[src/rtl/program_sequencer_stack_if.sv]
// rtl/program_sequencer_stack_if.sv - decoder-to-sequencer control and status bundle
interface program_sequencer_stack_if #(
  parameter int PC_W        = 8,
  parameter int JMP_W       = 4,
  parameter int STACK_DEPTH = 4,
  parameter int SP_W        = $clog2(STACK_DEPTH + 1)
);
  logic              sync_reset;
  logic              hold;
  logic              jmp;
  logic              jmp_nz;
  logic              dont_jmp;
  logic              call;
  logic              ret;
  logic [JMP_W-1:0]  jmp_addr;
  logic [PC_W-1:0]   pm_addr;
  logic [PC_W-1:0]   pc;
  logic [SP_W-1:0]   sp;
  logic              stack_full;
  logic              stack_empty;
  logic              stack_overflow;
  logic              stack_underflow;

  modport master (
    output sync_reset, hold, jmp, jmp_nz, dont_jmp, call, ret, jmp_addr,
    input  pm_addr, pc, sp, stack_full, stack_empty, stack_overflow, stack_underflow
  );

  modport slave (
    input  sync_reset, hold, jmp, jmp_nz, dont_jmp, call, ret, jmp_addr,
    output pm_addr, pc, sp, stack_full, stack_empty, stack_overflow, stack_underflow
  );
endinterface

[src/rtl/program_sequencer_stack.sv]
// rtl/program_sequencer_stack.sv - program counter with call/return stack and fetch hold
module program_sequencer_stack #(
  parameter int PC_W        = 8,
  parameter int JMP_W       = 4,
  parameter int STACK_DEPTH = 4,
  parameter int SP_W        = $clog2(STACK_DEPTH + 1)
) (
  input  logic                     clk,
  input  logic                     reset_n,
  program_sequencer_stack_if.slave bus
);
  logic [PC_W-1:0] pc;
  logic [SP_W-1:0] sp;
  logic            ovf;
  logic            unf;
  logic [PC_W-1:0] stack_mem [STACK_DEPTH];

  logic [PC_W-1:0] pc_inc;
  logic [PC_W-1:0] target;
  logic [PC_W-1:0] tos;
  logic [PC_W-1:0] pm_next;
  logic            full;
  logic            empty;
  logic            push;
  logic            pop;
  logic            ovf_set;
  logic            unf_set;

  assign pc_inc = pc + PC_W'(1);
  assign target = PC_W'(bus.jmp_addr) << (PC_W - JMP_W);
  assign full   = (sp == SP_W'(STACK_DEPTH));
  assign empty  = (sp == '0);

  always_comb begin
    tos = '0;
    for (int i = 0; i < STACK_DEPTH; i++) begin
      if (sp == SP_W'(i + 1)) tos = stack_mem[i];
    end
  end

  // Priority chain; a call or ret only touches the stack when it is the winning control.
  always_comb begin
    pm_next = pc_inc;
    push    = 1'b0;
    pop     = 1'b0;
    ovf_set = 1'b0;
    unf_set = 1'b0;
    if (bus.sync_reset) begin
      pm_next = '0;
    end else if (bus.hold) begin
      pm_next = pc;
    end else if (bus.jmp) begin
      pm_next = target;
    end else if (bus.call) begin
      pm_next = target;
      if (full) ovf_set = 1'b1;
      else      push    = 1'b1;
    end else if (bus.ret) begin
      if (!empty) begin
        pm_next = tos;
        pop     = 1'b1;
      end else begin
        unf_set = 1'b1;
      end
    end else if (bus.jmp_nz && !bus.dont_jmp) begin
      pm_next = target;
    end
  end

  always_ff @(posedge clk or negedge reset_n) begin
    if (!reset_n) begin
      pc  <= '0;
      sp  <= '0;
      ovf <= 1'b0;
      unf <= 1'b0;
      for (int i = 0; i < STACK_DEPTH; i++) stack_mem[i] <= '0;
    end else begin
      pc <= pm_next;
      if (bus.sync_reset) begin
        sp  <= '0;
        ovf <= 1'b0;
        unf <= 1'b0;
      end else begin
        for (int i = 0; i < STACK_DEPTH; i++) begin
          if (push && sp == SP_W'(i)) stack_mem[i] <= pc_inc;
        end
        if (push) sp <= sp + SP_W'(1);
        if (pop)  sp <= sp - SP_W'(1);
        if (ovf_set) ovf <= 1'b1;
        if (unf_set) unf <= 1'b1;
      end
    end
  end

  assign bus.pm_addr         = reset_n ? pm_next : '0;
  assign bus.pc              = pc;
  assign bus.sp              = sp;
  assign bus.stack_full      = full;
  assign bus.stack_empty     = empty;
  assign bus.stack_overflow  = ovf;
  assign bus.stack_underflow = unf;
endmodule
[src/flat_wrapper.sv]
// flat-port wrapper written by rule: the top's interface ports become plain ports
module program_sequencer_stack_flat 
#(
  parameter int PC_W        = 8,
  parameter int JMP_W       = 4,
  parameter int STACK_DEPTH = 4,
  parameter int SP_W        = $clog2(STACK_DEPTH + 1)
)
  (clk, reset_n, bus_sync_reset, bus_hold, bus_jmp, bus_jmp_nz, bus_dont_jmp, bus_call, bus_ret, bus_jmp_addr, bus_pm_addr, bus_pc, bus_sp, bus_stack_full, bus_stack_empty, bus_stack_overflow, bus_stack_underflow);
  program_sequencer_stack_if #(.PC_W(PC_W), .JMP_W(JMP_W), .STACK_DEPTH(STACK_DEPTH), .SP_W(SP_W)) bus_i ();
  input  logic clk;
  input  logic reset_n;
  input wire logic [$bits(bus_i.sync_reset)-1:0] bus_sync_reset;
  input wire logic [$bits(bus_i.hold)-1:0] bus_hold;
  input wire logic [$bits(bus_i.jmp)-1:0] bus_jmp;
  input wire logic [$bits(bus_i.jmp_nz)-1:0] bus_jmp_nz;
  input wire logic [$bits(bus_i.dont_jmp)-1:0] bus_dont_jmp;
  input wire logic [$bits(bus_i.call)-1:0] bus_call;
  input wire logic [$bits(bus_i.ret)-1:0] bus_ret;
  input wire logic [$bits(bus_i.jmp_addr)-1:0] bus_jmp_addr;
  output wire logic [$bits(bus_i.pm_addr)-1:0] bus_pm_addr;
  output wire logic [$bits(bus_i.pc)-1:0] bus_pc;
  output wire logic [$bits(bus_i.sp)-1:0] bus_sp;
  output wire logic [$bits(bus_i.stack_full)-1:0] bus_stack_full;
  output wire logic [$bits(bus_i.stack_empty)-1:0] bus_stack_empty;
  output wire logic [$bits(bus_i.stack_overflow)-1:0] bus_stack_overflow;
  output wire logic [$bits(bus_i.stack_underflow)-1:0] bus_stack_underflow;
  assign bus_i.sync_reset = bus_sync_reset;
  assign bus_i.hold = bus_hold;
  assign bus_i.jmp = bus_jmp;
  assign bus_i.jmp_nz = bus_jmp_nz;
  assign bus_i.dont_jmp = bus_dont_jmp;
  assign bus_i.call = bus_call;
  assign bus_i.ret = bus_ret;
  assign bus_i.jmp_addr = bus_jmp_addr;
  assign bus_pm_addr = bus_i.pm_addr;
  assign bus_pc = bus_i.pc;
  assign bus_sp = bus_i.sp;
  assign bus_stack_full = bus_i.stack_full;
  assign bus_stack_empty = bus_i.stack_empty;
  assign bus_stack_overflow = bus_i.stack_overflow;
  assign bus_stack_underflow = bus_i.stack_underflow;
  program_sequencer_stack #(.PC_W(PC_W), .JMP_W(JMP_W), .STACK_DEPTH(STACK_DEPTH), .SP_W(SP_W)) u_core (.clk(clk), .reset_n(reset_n), .bus(bus_i));
endmodule
[config.mk]
export PLATFORM = sky130hd
export DESIGN_NAME = program_sequencer_stack_flat
export DESIGN_NICKNAME = d
export VERILOG_FILES = /design/src/rtl/program_sequencer_stack_if.sv /design/src/rtl/program_sequencer_stack.sv /design/src/flat_wrapper.sv
export SDC_FILE = /design/constraint.sdc
export NUM_CORES = 1
export LEC_CHECK = 0
export CAP_MARGIN = 0
export CORE_ASPECT_RATIO = 0.9
export CORE_UTILIZATION = 52
export CTS_CLUSTER_SIZE = 14
export DETAILED_ROUTE_END_ITERATION = 8
export GPL_TIMING_DRIVEN = 0
export PLACE_DENSITY = 0.87
export SLEW_MARGIN = 25
export SYNTH_ARGS = -nofsm -noshare
export SYNTH_HDL_FRONTEND = slang
export SYNTH_SLANG_ARGS = --single-unit
[constraint.sdc]
create_clock -name clk -period 3.4 [get_ports clk]
set_input_delay 1.02 -clock clk [delete_from_list [all_inputs] [get_ports clk]]
set_output_delay 1.02 -clock clk [all_outputs]
set_load 0.01 [all_outputs]
==> flow_summary.ini <==
[drt]
drt_pre_antenna_iters = 5
drt_iter0_drc = 267
wl_per_cell_um = 19.9
via_per_inst = 6.41
vias = 2648
wl_um = 8230
drc_errors = 0
drtAntennaViolNets = 0

[critical_path]
start_kind = input pin
end_kind = output port
required_ns = 2.38
critPathKind = in -> out
cp_common_cell = buf_2
cp_cell_sequence = buf_2 > buf_6 > or4b_1 > o21ai_2 > o32ai_2 > nor2_1 > buf_2
critical_path.max_stage_delay_ns = 0.47
worstPathArrival_ns = 2.41
path_max_fanout = 5
slowest_stage = or4b_1

[timing]
maxSlewHeadroom = 0.625
finalHoldViolCount = 0
fin_crit_sh = 1.01
setup_viol = 3
tightestPinTransition_ns = 0.561
rsz0062_at_grt = true
setup_ws_ns = -0.0265
period_needed_ns = 3.43
slew_viol_final = 0
fmax_mhz = 292
fin_skew_ns = 0.0109

[clock_network]
postCtsHoldBufs = 0
clock_sinks = 45
insertion_delay_ns = 0.31
cts.clk_slew.worst_paths_ns = 0.09
ctsRootBufferMaster = clkbuf_8
htreeDepth = 2
cts_inserted_buffers = 5
clock_path_buffers = 2
tritoncts = yes

[yosys]
synth_nets = 306
syn_inst = 286
synth_ff_type = dfrtp_1
synth_cell_types = 52
ys_seq_area_frac = 0.429
synth_area_mm2 = 0.00262
synthArstFlopShare = 1.00
synth_seq_cells = 45
ys_warn_count = 0
synth.avg_cell_area_um2 = 9.17
synth_edf_count = 0

[power_and_ir_drop]
powerDensity_mw_per_mm2 = 357
peakVddDrop_uv = 253
finalPower_mw = 1.25
power_leakage_nw = 1.49

[die]
start_util = 0.543
fp.dieW_um = 76.9
num_io_pins = 36
die-area_mm2 = 0.00533
core_region_area_mm2 = 0.00483
std_cell_rows = 24
die_h_um = 69.4

[place]
dp.final_hpwl_um = 5300
placed_area_mm2 = 0.00307
port_buffers = 35
dp_slack_ns = -1.13
routabilityCongestion = 0.913

[global_routing]
grt_pass1_wl_um = 12700
grt_max_degree = 33
grt_overflow = 0
antenna_found_initial = 0
grt_use_total = 0.310
grt_pass1_vias = 2523

[layout]
fin_area_mm2 = 0.00350
drive_gt1_frac = 0.296
diodes = 0
area_growth_pct = 33.3
fillCellCount = 333
final_nets = 367

[job]
drv_cap = 0

[status]
violations = negative setup slack
status = finished with violations

[worst_hold_path]
holdCritPathClass = reg -> reg
timing repair:
item	in CTS	in global routing
pin swaps	14	14
gates resized for setup	81	31
hold endpoints to repair	0	0
cloned	1	0
setup buffers	12	6
endpoints found under the setup margin	8	8
sequential cells by signal, summed over array words and instances, names as in the netlist:
register                    flops
u_core.bus.stack_underflow      1
u_core.bus.sp                   3
u_core.stack_mem               32
u_core.bus.stack_overflow       1
u_core.bus.pc                   8
area by class of cell:
class | count | area [um2] | share of cell area
Clock buffer | 6 | 82.6 | 0.0236
Sequential cell | 45 | 1130 | 0.322
Multi-Input combinational cell | 208 | 1560 | 0.445
Timing Repair Buffer | 55 | 454 | 0.130
Inverter | 13 | 52.6 | 0.0150
Clock inverter | 2 | 17.5 | 0.00501
Buffer | 19 | 126 | 0.0361
Tap cell | 65 | 81.3 | 0.0232
cells by family (layout without fill, tap and decap cells):
kind of cell	after synthesis	in the layout	synth area share
adders and majority gates	7	7	0.0334
and+or+nand+nor	109	109	0.233
buffers and inverters	33	95	0.0558
xor gates and xnor gates	6	6	0.0200
DFF	45	45	0.429
AOI/OAI and AO/OA	75	75	0.183
muxes	11	11	0.0458
worst max-delay path: cells and delay by family:
| family | cells | cell delay (ns) |
|---|---|---|
| and+or+nand+nor | 2 | 0.63 |
| buffers and inverters | 3 | 0.49 |
| AOI/OAI and AO/OA | 2 | 0.26 |
metal layers:
layer | share of wire | track usage | routed length (um) | vias up
met4 | 0.040 | 0.130 | 330 | 0
met2 | 0.47 | 0.491 | 3840 | 202
met3 | 0.10 | 0.0684 | 841 | 54
met5 | 0 | 0 | 0 | -
met1 | 0.39 | 0.410 | 3220 | 1238
li1 | - | - | - | 1154
where the power goes:
part,switching [mW],internal [mW],total (mW),leakage (nW)
sequential,0.0336,0.584,0.618,0.590
clock,0.200,0.169,0.369,0.0518
combinational,0.150,0.113,0.263,0.852
total,0.384,0.866,1.25,1.49
cells in the final DEF, fill, tap and decap left out, types with 8 or more instances in the layout:
cell              n
nor2_1           26
buf_4            17
buf_2            19
nand3b_1         13
dfrtp_1          45
a21oi_1          27
clkdlybuf4s50_1  18
o21ai_0          10
mux2_2            8
inv_1             9
nand2_1          27
synth_stat cells (2+ instances only):
library cell,number,area (um2)
nand2b_1,3,18.8
or2_0,2,12.5
a21o_1,2,15.0
a31oi_1,2,12.5
nor2b_1,5,31.3
buf_2,10,50.1
xor2_1,3,26.3
a2111oi_1,2,20.0
nor2_1,26,97.6
mux2_2,8,90.1
nand2_1,27,101
and4_1,4,35.0
mux2i_1,3,30.0
clkbuf_2,2,10.0
a311oi_1,4,35.0
clkbuf_1,6,22.5
xnor2_1,3,26.3
o31ai_1,2,15.0
and3_1,3,18.8
nor4b_1,3,26.3
o21a_1,2,15.0
nand3b_1,13,97.6
o22ai_1,2,12.5
a211oi_1,2,15.0
nand4_1,2,12.5
dfrtp_1,45,1130
a21oi_1,33,165
nand3_1,5,25.0
nor4_1,5,31.3
ha_1,7,87.6
o211ai_1,4,30.0
inv_2,2,7.51
inv_1,11,41.3
nor3_1,3,15.0
o21ai_0,13,65.1
stage by stage:
stage | hold slack [ns] | setup TNS [ns] | utilization | cells
2_1_floorplan | 0.443 | 0 | - | 286
3_3_place_gp | 0.461 | -14.29 | 0.632 | 386
3_5_place_dp | 0.467 | -6.89 | 0.635 | 387
4_1_cts | 0.487 | -0.0130 | 0.695 | 408
5_1_grt | 0.534 | -0.186 | 0.724 | 413
6_report | 0.488 | -0.0534 | 0.724 | 413
worst paths after layout:
path	startpoint	to	slack, ns	cells past startpoint
worst max-delay path	bus_ret	bus_pm_addr[1]	-0.03	7
worst min-delay path	u_core.stack_mem[5]	u_core.stack_mem[5]	0.49	2
worst max register to register	u_core.bus.sp[0]	u_core.bus.pc[7]	1.31	9
worst min register to register	u_core.stack_mem[5]	u_core.stack_mem[5]	0.49	2
max in group asynchronous	reset_n	u_core.stack_mem[16]	2.26	2
min in group asynchronous	reset_n	u_core.bus.sp[2]	0.63	1
Power figures use the tool's default switching activity.
